`config.mk`:
```
export PLATFORM = sky130hd
export DESIGN_NAME = branch_hazard_controller
export DESIGN_NICKNAME = d
export VERILOG_FILES = /design/src/rtl/branch_hazard_controller.sv
export SDC_FILE = /design/constraint.sdc
export NUM_CORES = 1
export LEC_CHECK = 0
export ABC_AREA = 1
export ABC_CLOCK_PERIOD_IN_PS = 3400
export CORE_MARGIN = 2
export CORE_UTILIZATION = 60
export CTS_BUF_LIST = sky130_fd_sc_hd__clkbuf_8
export DETAILED_ROUTE_END_ITERATION = 16
export DONT_BUFFER_PORTS = 1
export GPL_TIMING_DRIVEN = 0
export PLACE_DENSITY = 0.79
export SYNTH_ARGS = -nofsm -noshare
export SYNTH_HDL_FRONTEND = slang
export SYNTH_SLANG_ARGS = --single-unit
```
`constraint.sdc`:
```
create_clock -name i_clk -period 3.4 [get_ports i_clk]
set_clock_uncertainty 0.1 [all_clocks]
set_input_delay 0.51 -clock i_clk [delete_from_list [all_inputs] [get_ports i_clk]]
set_output_delay 0.51 -clock i_clk [all_outputs]
set_load 0.03 [all_outputs]
```
`src/rtl/branch_hazard_controller.sv`:
```
// ID-stage hazard sequencer: branch-operand stalls, forwarding selects,
// IF/ID flush on taken branches and a saturating stall-cycle counter.
module branch_hazard_controller #(
    parameter logic [5:0] BEQ_OP = 6'b000100,
    parameter logic [5:0] BNE_OP = 6'b000101,
    parameter logic [5:0] SW_OP  = 6'b101011,
    parameter int         CNT_W  = 16
) (
    input  logic             i_clk,
    input  logic             i_rst_n,
    input  logic [31:0]      i_id_instr,
    input  logic [4:0]       i_ex_dest,
    input  logic             i_ex_reg_write,
    input  logic             i_ex_mem_read,
    input  logic [4:0]       i_mem_dest,
    input  logic             i_mem_reg_write,
    input  logic             i_mem_mem_read,
    input  logic             i_branch_taken,
    input  logic             i_ext_hold,
    output logic             o_pc_write,
    output logic             o_ifid_write,
    output logic             o_idex_bubble,
    output logic             o_ifid_flush,
    output logic [1:0]       o_fwd_a_sel,
    output logic [1:0]       o_fwd_b_sel,
    output logic             o_ctrl_state,
    output logic [CNT_W-1:0] o_stall_cycles
);

    typedef enum logic {
        S_RUN   = 1'b0,
        S_STALL = 1'b1
    } state_t;

    state_t           r_state;
    logic [1:0]       r_stall_rem;
    logic [CNT_W-1:0] r_stall_cycles;

    state_t           w_state_nxt;
    logic [1:0]       w_rem_nxt;
    logic [CNT_W-1:0] w_cnt_nxt;

    logic [5:0] w_op;
    logic [4:0] w_rs;
    logic [4:0] w_rt;
    logic       w_is_branch;
    logic       w_uses_rt;
    logic       w_unused;

    assign w_op     = i_id_instr[31:26];
    assign w_rs     = i_id_instr[25:21];
    assign w_rt     = i_id_instr[20:16];
    assign w_unused = ^i_id_instr[15:0];

    assign w_is_branch = (w_op == BEQ_OP) || (w_op == BNE_OP);
    assign w_uses_rt   = w_is_branch || (w_op == 6'd0) || (w_op == SW_OP);

    // Producer matches; register 0 is never a real dependency
    logic w_ex_rs;
    logic w_ex_rt;
    logic w_mem_rs;
    logic w_mem_rt;

    assign w_ex_rs  = i_ex_reg_write && (i_ex_dest != 5'd0)
                      && (i_ex_dest == w_rs);
    assign w_ex_rt  = i_ex_reg_write && (i_ex_dest != 5'd0)
                      && (i_ex_dest == w_rt) && w_uses_rt;
    assign w_mem_rs = i_mem_reg_write && (i_mem_dest != 5'd0)
                      && (i_mem_dest == w_rs);
    assign w_mem_rt = i_mem_reg_write && (i_mem_dest != 5'd0)
                      && (i_mem_dest == w_rt) && w_uses_rt;

    logic [1:0] w_need_rs;
    logic [1:0] w_need_rt;
    logic [1:0] w_need;

    always_comb begin
        w_need_rs = 2'd0;
        w_need_rt = 2'd0;
        if (w_is_branch) begin
            if (w_ex_rs && i_ex_mem_read) begin
                w_need_rs = 2'd2;
            end else if (w_ex_rs || (w_mem_rs && i_mem_mem_read)) begin
                w_need_rs = 2'd1;
            end
            if (w_ex_rt && i_ex_mem_read) begin
                w_need_rt = 2'd2;
            end else if (w_ex_rt || (w_mem_rt && i_mem_mem_read)) begin
                w_need_rt = 2'd1;
            end
        end else begin
            if (w_ex_rs && i_ex_mem_read) begin
                w_need_rs = 2'd1;
            end
            if (w_ex_rt && i_ex_mem_read) begin
                w_need_rt = 2'd1;
            end
        end
        w_need = (w_need_rs > w_need_rt) ? w_need_rs : w_need_rt;
    end

    logic w_stall;
    logic w_cnt_max;

    assign w_cnt_max = (r_stall_cycles == {CNT_W{1'b1}});

    always_comb begin
        w_state_nxt   = r_state;
        w_rem_nxt     = r_stall_rem;
        w_cnt_nxt     = r_stall_cycles;
        w_stall       = 1'b0;
        o_pc_write    = 1'b0;
        o_ifid_write  = 1'b0;
        o_idex_bubble = 1'b0;
        o_ifid_flush  = 1'b0;
        o_fwd_a_sel   = 2'b00;
        o_fwd_b_sel   = 2'b00;

        if (!i_rst_n) begin
            o_idex_bubble = 1'b1;
            w_state_nxt   = S_RUN;
            w_rem_nxt     = 2'd0;
            w_cnt_nxt     = '0;
        end else if (i_ext_hold) begin
            w_state_nxt = r_state;
        end else if (r_state == S_STALL) begin
            // Remaining cycles of a stall decided in RUN; no re-evaluation
            w_stall = 1'b1;
            if (r_stall_rem != 2'd0) begin
                w_rem_nxt = r_stall_rem - 2'd1;
            end
            if (r_stall_rem <= 2'd1) begin
                w_state_nxt = S_RUN;
            end
        end else if (w_need != 2'd0) begin
            w_stall     = 1'b1;
            w_rem_nxt   = w_need - 2'd1;
            w_state_nxt = (w_need == 2'd2) ? S_STALL : S_RUN;
        end else begin
            o_pc_write   = 1'b1;
            o_ifid_write = 1'b1;
            o_ifid_flush = w_is_branch && i_branch_taken;
            if (w_is_branch) begin
                o_fwd_a_sel = (w_mem_rs && !i_mem_mem_read) ? 2'b10 : 2'b00;
                o_fwd_b_sel = (w_mem_rt && !i_mem_mem_read) ? 2'b10 : 2'b00;
            end
        end

        if (w_stall) begin
            o_idex_bubble = 1'b1;
            if (!w_cnt_max) begin
                w_cnt_nxt = r_stall_cycles + 1'b1;
            end
        end
    end

    always_ff @(posedge i_clk) begin
        if (!i_rst_n) begin
            r_state        <= S_RUN;
            r_stall_rem    <= 2'd0;
            r_stall_cycles <= '0;
        end else begin
            r_state        <= w_state_nxt;
            r_stall_rem    <= w_rem_nxt;
            r_stall_cycles <= w_cnt_nxt;
        end
    end

    assign o_ctrl_state   = r_state;
    assign o_stall_cycles = r_stall_cycles;

endmodule

```
* After elaboration in Yosys (flattened, before gate mapping)
Index checks and enable logic that the tools add are counted. Widths: inputs -> output; s select.
Cells by class: $add $sub $neg 3, $lt $le $gt $ge 2, equality and inequality tests 10, muxes and demuxes 42, bitwise gates (word level) 2, reductions and logical operators 29
Operator list (number):
- $mux 2 | 20
- $mux 1 | 22
- $eq 5x5->1 | 4
- $add 16x1->16 const B | 1
- $eq 16x16->1 const B | 1
- $logic_and 1x1->1 | 15
- $eq 6x3->1 const B | 2
- $reduce_bool 5->1 | 2
- $eq 6x6->1 const B | 1
- $logic_not 6->1 | 1
- $reduce_bool 2->1 | 3
- $logic_or 1x1->1 | 5
- $sub 2x1->2 const B | 2
- $reduce_and 3->1 | 1
- $eq 2x2->1 const B | 1
- $gt 2x2->1 | 1
- $le 2x1->1 const B | 1
- $ne 2x1->1 const B | 1
- $not 1->1 | 2
- $reduce_and 2->1 | 1
- $logic_not 1->1 | 1
Storage, ports and cells: bits in registers 19, input bits 50, word-level logic and storage cells 91

* Depth between registers and ports, before layout
depth in word-level cells 18, mapped depth 28, depth with buffers taken out 28

* Worst setup path after synthesis
OpenSTA, ideal clock, no wires.
path type input to output, start input port i_id_instr[31], end output port o_fwd_a_sel[1], arrival 3806 ps, path slack -1016 ps, cell stages on the path 18, path buffers 0, cells stage by stage inv_2 nand2_1 nor2_1 nand2_1 and2_1 nor2_2 nand4_1 nand3_1 inv_2 ha_1 a22oi_1 inv_1 a21oi_1 ha_1 nand2_4 nor3_1 nand3_1 nor2_1
On the way: word-level cells in the longest chain between the ends 17, elaborated cells on any way between the ends 25, those cells by class 1 x order compare; 3 x eq/ne; 11 x mux; 10 x reduce/logical
Ends and longest elaborated chain:
- from (decl) | line 11 | input logic [31:0] i_id_instr,
- $eq 6x3->1 | line 55 | assign w_is_branch = (w_op == BEQ_OP) || (w_op == BNE_OP);
- $logic_or 1x1->1 | line 55
- $logic_or 1x1->1 (2 in series) | line 56 | assign w_uses_rt = w_is_branch || (w_op == 6'd0) || (w_op == SW_OP);
- $logic_and 1x1->1 | line 71 | && (i_mem_dest == w_rt) && w_uses_rt;
- $logic_and 1x1->1 | line 88 | end else if (w_ex_rt || (w_mem_rt && i_mem_mem_read)) begin
- $logic_or 1x1->1 | line 88
- $mux 1 | line 88
- $mux 2 | line 86 | if (w_ex_rt && i_ex_mem_read) begin
- $mux 2 | line 80 | if (w_is_branch) begin
- $gt 2x2->1 | line 99 | w_need = (w_need_rs > w_need_rt) ? w_need_rs : w_need_rt;
- $mux 2 | line 99
- $reduce_bool 2->1 | line 135 | end else if (w_need != 2'd0) begin
- $mux 2 (*) | line 135
- $mux 2 (*) | line 126 | end else if (r_state == S_STALL) begin
- $mux 2 (*) | line 124 | end else if (i_ext_hold) begin
- $mux 2 (*) | line 119 | if (!i_rst_n) begin
- to (decl) | line 24 | output logic [1:0] o_fwd_a_sel,
Mark *: on every way between the ends. The rest lies on a longest branch, timed or not.

* Worst setup path after layout
start input port i_id_instr[26], end output port o_fwd_b_sel[1]
On the way: word-level cells in the longest chain between the ends 17, elaborated cells on any way between the ends 27, those cells by class 1 x order compare; 3 x eq/ne; 12 x mux; 11 x reduce/logical
Ends and longest elaborated chain:
- $eq 6x3->1 | line 55
- $logic_or 1x1->1 | line 55
- $logic_or 1x1->1 (2 in series) | line 56
- $logic_and 1x1->1 | line 71
- $logic_and 1x1->1 | line 88
- $logic_or 1x1->1 | line 88
- $mux 1 | line 88
- $mux 2 | line 86
- $mux 2 | line 80
- $gt 2x2->1 | line 99
- $mux 2 | line 99
- $reduce_bool 2->1 | line 135
- $mux 2 (*) | line 135
- $mux 2 (*) | line 126
- $mux 2 (*) | line 124
- $mux 2 (*) | line 119
- to (decl) | line 25 | output logic [1:0] o_fwd_b_sel,
Marks and branches as above.

==> impl_metrics.tcl <==
set metrics [dict create \
    status "finished, violations left" \
    violations "setup timing" \
    min_to "o_stall_cycles[2]" \
    fin_ws_ps -431 \
    synth-seq-area-share_pct 21.3 \
    firstDrtPassIters 4 \
    cap_viol_max_count 0 \
    die_w_um 58.5 \
    drc 0 \
    final_antenna_net_count 0 \
    max_freq_mhz 261 \
    drive_above_1_share_pct 24.7 \
    critPathRequiredTime_ps 2790 \
    crit_type "in -> out" \
    fill_cells 234 \
    dieArea_um2 3420 \
    swShare_pct 27.1 \
    drt_iter0_drc 110 \
    start_kind "input pin" \
    area_growth_pct 19.0 \
    reg2reg_from "o_ctrl_state" \
    switching_power_uw 125 \
    numCtsBuffers 3 \
    grt_overflow 0 \
    die_y_um 58.5 \
    p_int_uw 337 \
    wl_um 3940 \
    ys.flop_type "dfxtp_1" \
    synth_edf_count 0 \
    hold_viol 0 \
    setup_tns_ps -1430 \
    slew_violations 0 \
    dr_total_vias 1742 \
    grt_pass1_wl_um 6370 \
    cp_max_fo 4 \
    grt_max_degree 12 \
    final_common_cell "nand2_1" \
    rrSetupSlack_ps 1260 \
    post-route-period-util_pct 113 \
    antennaDiodeCount 0 \
    fin_hold_ws_ps 309 \
    synthCells 279 \
    ys_seq_elements 19 \
    ys_types 43 \
    hp-start "i_rst_n" \
    worst_slew_margin_rel_pct 66.3 \
    via_per_inst 5.41 \
    grtUsageTotal_pct 23.4 \
    port_buffers 0 \
    cp.arrival_ps 3220 \
    core_area_um2 2780 \
    multi_input_area_um2 1310 \
    grt_setup_unrepaired "yes" \
    setup_viol 4 \
    async_flop_share_pct 0 \
    wl_per_cell_um 12.2 \
    min_period_ps 3830 \
    ff_latch_area_um2 380 \
    path_clk_slew_ps 80 \
    rows 19 \
    netlist_area_um2 1780 \
    syn_avg_cell_area_um2 6.39 \
    whs_path_depth 1 \
    tightestPinTransition_ps 505 \
    hold_buffers 0 \
    cts_tree "built" \
    crit_path_end_kind "output port" \
    cts-root-buf "clkbuf_8" \
    ctsHtreeMaxLevel 1 \
    place_hpwl_um 3030 \
    leakagePower_nw 0.987 \
    cts.sink_count 19 \
    grt_pass1_vias 1608 \
    place.gp.congestion 0.805 \
    comb_power_share_pct 17.5 \
    final_cell_mix "nand2_1, inv_1, nor2_1, dfxtp_1, a21oi_1" \
    nets 350 \
    start_util_pct 64.1 \
    reg2reg_depth 12 \
    ioPinCount 75 \
    clk_latency_ps 250 \
    antenna_found_initial 0 \
    hold_path_class "in -> reg" \
    ys_warn_count 0 \
    vdd_drop_max_mv 0.271 \
    seqPwrFrac_pct 48.1 \
    p_per_area_nw_per_um2 218 \
    r2r-end "o_stall_cycles[15]" \
    cts_buffer_depth 2 \
    p_clk_share_pct 34.4 \
    total_power_uw 462 \
]
[stage by stage]
stage / cells / utilization [%] / worst slack, ps / area, um2
finish: 322 / 76.2 / -431 / 2120
global route: 322 / 76.2 / -648 / 2120
floorplan: 280 / - / -299 / 1870
CTS: 321 / 73.3 / -416 / 2040
global placement: 311 / 68.8 / -532 / 1910
detailed placement: 311 / 68.8 / -538 / 1910
[final cells by class]
| cell class | count | share of cell area (%) |
|---|---|---|
| Buffer | 4 | 1.24 |
| Clock buffer | 3 | 1.95 |
| Clock inverter | 1 | 0.236 |
| Inverter | 53 | 12.5 |
| Multi-Input combinational cell | 204 | 61.8 |
| Sequential cell | 19 | 17.9 |
| Tap cell | 31 | 1.83 |
| Timing Repair Buffer | 7 | 2.48 |
[timing repair]
action,4_1_cts,5_1_grt
buffers inserted,6,1
endpoints found under the setup margin,5,19
resized for setup,8,21
pin swaps,15,17
[worst max path at each step]
stage                        start             end  slack [ps]
finish              i_id_instr[26]  o_fwd_b_sel[1]        -430
global route        i_id_instr[31]  o_fwd_b_sel[1]        -650
CTS                 i_id_instr[31]  o_fwd_b_sel[1]        -420
detailed placement  i_id_instr[27]  o_fwd_b_sel[1]        -540
global placement    i_id_instr[31]  o_fwd_b_sel[1]        -530
floorplan           i_id_instr[27]  o_fwd_a_sel[1]        -300
[power groups by stage]
stage | registers (mW) | logic, mW | clock network [mW]
after floorplan | 0.228 | 0.0628 | 0
final | 0.222 | 0.0808 | 0.159
after CTS | 0.222 | 0.0761 | 0.160
after detailed placement | 0.228 | 0.0718 | 0
after global routing | 0.222 | 0.0903 | 0.169
after global placement | 0.228 | 0.0705 | 0
[cell usage after synthesis, types with 2 or more instances]
cell type	n	area share (%)
inv_1	41	8.6
a211oi_1	2	0.84
nor3_1	6	1.7
ha_1	8	5.6
inv_2	9	1.9
and3_1	3	1.1
nor2_4	2	1.3
o21ai_0	3	0.84
nand2_4	4	2.5
nand3_1	17	4.8
o21ai_1	6	1.7
xnor2_1	4	2.0
dfxtp_1	19	21
a21oi_1	18	5.1
nand3_2	2	1.1
buf_4	3	1.3
nand2_1	63	13
nor2_1	31	6.5
nand4_1	9	3.2
xor2_1	6	2.9
[worst max-delay path, stage by stage]
cell and delay (ps):
inv_1 20, nor2_1 110, nand3_2 100, and2_4 160, nor2_2 70, nand3b_1 140, o21ai_1 170, nand3_1 100
inv_2 90, ha_4 190, a22oi_2 200, inv_2 90, a21oi_4 160, ha_4 160, nand2_4 50, nor3_4 440
nand3_2 210, nor2_4 240
[cell families after synthesis]
logic type | count (synthesis) | share of synthesized area, %
buf+inv | 57 | 13.5
other cells | 1 | 0.210
fa+ha+maj | 8 | 5.62
flops | 19 | 21.3
simple gates | 149 | 43.0
xor+xnor | 10 | 4.92
compound gates | 35 | 11.4
[sequential cells by signal (all words and copies together) (netlist names)]
name	cells
o_ctrl_state	1
o_stall_cycles	16
r_stall_rem	2
[layer usage]
layer / up-vias / wire [um] / part of all wire [%] / track usage (%)
met4: 0 / 62 / 1.6 / 7.31
met5: - / 0 / 0 / 0
met1: 766 / 1590 / 40 / 26.3
met2: 63 / 2030 / 52 / 44.8
li1: 907 / - / - / -
met3: 6 / 257 / 6.5 / 3.30
Note: power is estimated with default switching activity, not from simulation.
